## config.mk

```make
export PLATFORM = sky130hd
export DESIGN_NAME = cp_pipe_ctrl
export DESIGN_NICKNAME = d
export VERILOG_FILES = /design/src/rtl/cp_pipe_ctrl.sv
export SDC_FILE = /design/constraint.sdc
export NUM_CORES = 1
export LEC_CHECK = 0
export CAP_MARGIN = 0
export CORE_AREA = 2 2 39 41
export DETAILED_ROUTE_END_ITERATION = 6
export DIE_AREA = 0 0 41 43
export PLACE_DENSITY_LB_ADDON = 0.1
export SETUP_SLACK_MARGIN = 0.2
export SKIP_LAST_GASP = 1
export SLEW_MARGIN = 20
export SYNTH_ARGS = -nofsm -noshare
export SYNTH_HDL_FRONTEND = slang
export SYNTH_SLANG_ARGS = --single-unit
export TNS_END_PERCENT = 5
```

## constraint.sdc

```tcl
create_clock -name clk -period 2.9 [get_ports clk]
set_input_delay 0.58 -clock clk [delete_from_list [all_inputs] [get_ports clk]]
set_output_delay 0.58 -clock clk [all_outputs]
set_load 0.02 [all_outputs]
```

## src/rtl/cp_pipe_ctrl.sv

```systemverilog
`default_nettype none
// ============================================================================
//  Module   : cp_pipe_ctrl
//  Purpose  : Full/empty sequencer for a DEPTH-stage cp_latch chain, issuing
//             per-stage capture (c) and pass (p) with valid/ready handshakes.
//  Options  : define CP_STALL_CNT_EN to add the saturating stall_cnt output.
//  Revision : 1.0  initial release
// ============================================================================
module cp_pipe_ctrl #(
    parameter  int DEPTH = 4,
    localparam int OCC_W = $clog2(DEPTH + 1)
) (
    input  logic             clk,
    input  logic             rst,
    input  logic             flush,
    input  logic             in_valid,
    output logic             in_ready,
    output logic             out_valid,
    input  logic             out_ready,
    output logic [DEPTH-1:0] c,
    output logic [DEPTH-1:0] p,
    output logic [OCC_W-1:0] occupancy
`ifdef CP_STALL_CNT_EN
    ,
    output logic [15:0]      stall_cnt
`endif
);

    logic [DEPTH-1:0] r_full;
    logic [OCC_W-1:0] r_occ;
    logic [DEPTH-1:0] w_src;
    logic [DEPTH-1:0] w_adv;
    logic [DEPTH-1:0] w_mv;
    logic [DEPTH-1:0] w_full_nxt;
    logic             w_clear;
    logic             w_accept;
    logic             w_take;

    assign w_clear = rst | flush;

    generate
        if (DEPTH == 1) begin : g_src_single
            assign w_src = in_valid;
        end else begin : g_src_chain
            assign w_src = {r_full[DEPTH-2:0], in_valid};
        end
    endgenerate

    // Resolve advance from the consumer end back toward the producer so a
    // bubble freed at the tail propagates to stage 0 in the same cycle.
    always_comb begin
        w_adv            = '0;
        w_adv[DEPTH-1]   = r_full[DEPTH-1] & out_ready;
        for (int i = DEPTH - 1; i > 0; i--) begin
            w_adv[i-1] = w_src[i] & (~r_full[i] | w_adv[i]);
        end
        w_mv       = w_src & (~r_full | w_adv);
        w_full_nxt = w_mv | (r_full & ~w_adv);
    end

    assign c         = w_mv & {DEPTH{~w_clear}};
    assign p         = r_full;
    assign in_ready  = (~r_full[0] | w_adv[0]) & ~w_clear;
    assign out_valid = r_full[DEPTH-1];
    assign occupancy = r_occ;

    assign w_accept  = in_valid & in_ready;
    assign w_take    = out_valid & out_ready;

    always_ff @(posedge clk) begin
        if (w_clear) begin
            r_full <= '0;
            r_occ  <= '0;
        end else begin
            r_full <= w_full_nxt;
            case ({w_accept, w_take})
                2'b10:   r_occ <= r_occ + OCC_W'(1);
                2'b01:   r_occ <= r_occ - OCC_W'(1);
                default: r_occ <= r_occ;
            endcase
        end
    end

`ifdef CP_STALL_CNT_EN
    logic [15:0] r_stall_cnt;

    // Only rst clears the counter; flush intentionally leaves it running.
    always_ff @(posedge clk) begin
        if (rst) begin
            r_stall_cnt <= 16'h0000;
        end else if (out_valid & ~out_ready & (r_stall_cnt != 16'hFFFF)) begin
            r_stall_cnt <= r_stall_cnt + 16'h0001;
        end
    end

    assign stall_cnt = r_stall_cnt;
`endif

endmodule
`default_nettype wire

```

==> results.yml, run 1 <==
outcome:
  status: "complete, no violations"
setup_path:
  crit_path_start_kind: "input port"
  reg2reg_from: "p[2]"
  worstPathArrival_ns: 2.04
  cp.required_ns: 2.32
  cp_max_fo: 4
  end_kind: "output port"
  r2r_cells: 9
  r2r_slack_ns: 0.80
  r2r_end: "occupancy[2]"
  crit_type: "input port to output port"
drt:
  wirelength_um: 778
  drc_errors: 0
  wl_per_cell_um: 9.60
  drt_pre_antenna_iters: 1
  via_per_inst: 4.27
  ant_nets: 0
  drt-initial-drc-count: 0
  vias: 346
yosys:
  synth_area_per_cell_sq_um: 8.26
  synth.distinct_cells: 17
  synth_ff_type: "dfxtp_1"
  synth_area_sq_um: 372
  async_reset_ff_frac: 0
  yosys.area.top_type_share: 0.377
  synth_edf_count: 0
  synth_common_cells: "12 x nor2_1, 7 x dfxtp_1, 5 x a21oi_1, 4 x nand2_1, 3 x inv_1"
  synth_area_leaders: "dfxtp_1 38%, nor2_1 12%, a21oi_1 6.7%"
  yosysTopAreaCell: "dfxtp_1"
  synth.most_common_cell: "nor2_1"
  synthCells: 45
  seq_area_frac_synth: 0.377
  synth-seq-cells: 7
  ys_warn_count: 0
  synth_nets: 52
clocking:
  cts.sinks: 7
  cts.path.max_buffers: 2
  htreeDepth: 1
  worstSkewPairLatency_ns: 0.26
  cts_tree: "built"
  cts_made_buffers: 3
  path_clk_slew_ns: 0.06
  cts-root-buf: "clkbuf_4"
  postCtsSetupBuffers: 0
finish:
  final_util: 0.418
  register_area_sq_um: 140
  layout.nets: 73
  drive_above_1_share: 0.0923
  fillCellCount: 147
  n_antenna_cell: 0
  design_area_sq_um: 578
  multi_input_area_sq_um: 201
  area_growth_pct: 55.6
power:
  switching_share: 0.248
  p_seq_frac: 0.456
  power.internal_mw: 0.163
  powerDensity_nw_per_um2: 376
  p_switching_mw: 0.0540
  vdd_ir_drop_max_mv: 0.221
  p_comb_frac: 0.115
  power_mw: 0.217
  clock_power_share: 0.429
  p_leak_nw: 0.218
grt:
  grt_pass1_vias: 285
  grt_usage: 0.113
  grt_pass1_wl_um: 1230
  antenna_found_initial: 0
  overflow: 0
  grt_start_max_net_pins: 8
placed_design:
  post-place-ws_ns: 0.0875
  placed_area_sq_um: 551
  port_buffers: 17
  gp_congestion: 0.616
die:
  dieArea_sq_um: 1760
  rows: 14
  start_util: 0.269
  ioPinCount: 18
  fp.dieW_um: 41
  chipHeight_um: 43
  core_area_sq_um: 1380
worst_hold_path:
  hp-class: "flip-flop to flip-flop"
  hp-start: "occupancy[2]"
  hold_depth: 2
  holdPathEnd: "occupancy[2]"
timing:
  tns_ns: 0
  worstMarginPinSlew_ns: 0.264
  hold_viol: 0
  worst_slack_ns: 0.284
  setup-violations-final: 0
  timing.final.crit_share: 0.902
  layout_min_cycle_time_ns: 2.62
  fmax_mhz: 382
  slew_violations: 0
  slew_headroom: 0.824
  skew_ns: 0.00555
  rsz0062_at_grt: "false"
flow_run:
  drv_cap: 0
## worst max-delay path by stage
stage,from,endpoint,cells after the start
2_1_floorplan,out_ready,occupancy[2],9
3_3_place_gp,out_ready,occupancy[2],10
3_5_place_dp,out_ready,occupancy[2],10
4_1_cts,out_ready,in_ready,4
5_1_grt,flush,c[2],5
6_report,out_ready,c[1],4
## cell type report
class                   count  area share
clock buffers               4      0.0455
flip-flops and latches      7       0.242
well taps                  16      0.0346
inverters                   3      0.0195
multi-input cells          33       0.348
repair buffers             18       0.310
## metal layers
metal / vias up / share of wire / track usage
met3: 0 / 0.10 / 0.0942
met4: 0 / 0 / 0.0400
met5: - / 0 / 0
met2: 16 / 0.46 / 0.147
li1: 183 / - / -
met1: 147 / 0.44 / 0.132
## power groups by stage
stage | Sequential (mW) | Clock [mW] | Combinational, mW
floorplan | 0.103 | 0 | 0.0115
global placement | 0.101 | 0 | 0.0260
detailed placement | 0.101 | 0 | 0.0258
CTS | 0.0991 | 0.0998 | 0.0256
global route | 0.0992 | 0.105 | 0.0275
finish | 0.0991 | 0.0934 | 0.0250
## stage by stage
step,hold WS [ns],std cells
2_1_floorplan,0.556,45
3_3_place_gp,0.474,77
3_5_place_dp,0.489,77
4_1_cts,0.498,81
5_1_grt,0.507,81
6_report,0.490,81
## logic make-up after synthesis
family          count (synthesis)  synth area share
fa+ha+maj                       2            0.0875
compound gates                  7             0.125
xor+xnor                        2            0.0471
simple gates                   22             0.283
flops                           7             0.377
buf+inv                         5            0.0808
## critical path, stage by stage
cell             delay (ns)
clkdlybuf4s50_1        0.50
and4b_4                0.24
nor2_1                 0.11
clkdlybuf4s50_1        0.61
## state kept, by name, indices dropped and copies added, names as in the netlist
| name | cells |
|---|---|
| p | 4 |
| occupancy | 3 |
## cell usage in the layout (no fill, tap or decap)
cell and instances:
dlymetal6s2s_1 1, fa_1 1, nand2_1 4, inv_1 3
or3_1 1, clkbuf_4 3, and4b_4 1, dlygate4sd2_1 1
a21oi_1 5, dfxtp_1 7, and2_1 2, nor2b_1 1
or2_1 1, ha_1 1, clkbuf_1 1, a21oi_4 1
o21ai_0 1, nor2_1 12, xor2_1 2, clkdlybuf4s50_1 15
buf_4 1
## what timing repair did
item,CTS,global route
resized for setup,1,1
hold buffers,0,0
endpoints found under the setup margin,1,1
(Power assumes the default switching activity.)
==> run 2: changes to the inputs <==
- CTS_CLUSTER_SIZE: unset -> 28
- RECOVER_POWER: unset -> 100
==> results.yml, run 2 (synthesized netlist as in run 1, its figures left out) <==
placed_design:
  post-place-ws_ns: 0.0875
  gp_congestion: 0.616
  port_buffers: 17
  placed_area_sq_um: 551
power:
  switching_share: 0.248
  vdd_ir_drop_max_mv: 0.217
  p_switching_mw: 0.0531
  powerDensity_nw_per_um2: 381
  p_comb_frac: 0.106
  p_seq_frac: 0.460
  power_mw: 0.215
  p_leak_nw: 0.243
  clock_power_share: 0.434
  power.internal_mw: 0.162
clocking:
  cts_tree: "built"
  cts-root-buf: "clkbuf_4"
  cts.path.max_buffers: 2
  cts.sinks: 7
  path_clk_slew_ns: 0.06
  cts_made_buffers: 3
  htreeDepth: 1
  cts_hold_buffers: 0
  worstSkewPairLatency_ns: 0.26
worst_hold_path:
  hp-class: "flip-flop to flip-flop"
  hold_depth: 2
finish:
  layout.nets: 73
  layout_common_cells: "12 x nor2_1, 10 x dlygate4sd3_1, 7 x dfxtp_1"
  design_area_sq_um: 563
  n_antenna_cell: 0
  drive_above_1_share: 0.0615
  final_common_cell: "nor2_1"
  largest_register_ffs: 4
  area_growth_pct: 51.5
  fillCellCount: 148
drt:
  wl_per_cell_um: 9.60
  via_per_inst: 4.23
  vias: 343
  drc_errors: 0
  drt_pre_antenna_iters: 1
  drt-initial-drc-count: 0
  ant_nets: 0
  wirelength_um: 778
grt:
  overflow: 0
  grt_pass1_wl_um: 1230
  antenna_found_initial: 0
  grt_usage: 0.113
  grt_start_max_net_pins: 8
  grt_pass1_vias: 285
die:
  chipHeight_um: 43
  start_util: 0.269
  ioPinCount: 18
  fp.dieW_um: 41
  dieArea_sq_um: 1760
  rows: 14
  core_area_sq_um: 1380
setup_path:
  crit_type: "input port to output port"
  worstPathArrival_ns: 2.13
  end_kind: "output port"
  cp_max_fo: 4
  crit_path_start_kind: "input port"
  cp.required_ns: 2.32
  r2r_cells: 9
timing:
  slew_violations: 0
  fmax_mhz: 368
  hold_viol: 0
  worst_slack_ns: 0.186
  setup-violations-final: 0
  tns_ns: 0
  worstMarginPinSlew_ns: 0.331
  hold_ws_ns: 0.486
  rsz0062_at_grt: "false"
  skew_ns: 0.00598
  layout_min_cycle_time_ns: 2.71
  timing.final.crit_share: 0.936
  slew_headroom: 0.780
outcome:
  status: "complete, no violations"
flow_run:
  drv_cap: 0
## run 2: final timing paths
path,from,endpoint,slack [ns]
worst min register to register,occupancy[2],occupancy[2],0.49
worst max register to register,p[2],occupancy[2],0.78
worst max-delay path,out_ready,c[3],0.19
worst min-delay path,occupancy[2],occupancy[2],0.49
## run 2: cell type report
class / count / area (sq um) / area share
clock buffer: 4 / 26.3 / 0.0467
inverter: 3 / 11.3 / 0.0200
multi-input combinational: 33 / 190 / 0.338
sequential: 7 / 140 / 0.249
tap: 16 / 20.0 / 0.0356
timing repair buffer: 18 / 175 / 0.311
## run 2: power by group through the flow
stage,clock network (mW),logic (mW),registers (mW)
after floorplan,0,0.0115,0.103
after global placement,0,0.0260,0.101
after detailed placement,0,0.0258,0.101
after CTS,0.0998,0.0256,0.0991
after global routing,0.105,0.0252,0.0989
final,0.0932,0.0227,0.0988
## run 2: repair_timing
action,4_1_cts,5_1_grt
buffers inserted,0,0
gates resized for setup,1,1
endpoints found under the hold margin,0,0
setup endpoints to repair,1,1
## run 2: layer usage
metal	vias to the layer above	routed length [um]	global-route usage	part of all wire
met3	0	80	0.0942	0.10
met1	144	346	0.132	0.44
met5	-	0	0	0
li1	183	-	-	-
met2	16	352	0.147	0.45
met4	0	0	0.0400	0
## run 2: critical path, cell delays in order
cell	delay (ns)
dlygate4sd3_1	0.57
nor2b_1	0.25
nor2_1	0.08
dlygate4sd3_1	0.65
## run 2: metrics by stage
stage,util,std cells
after floorplan,-,45
after global placement,0.398,77
after detailed placement,0.398,77
after CTS,0.416,81
after global routing,0.407,81
final,0.407,81
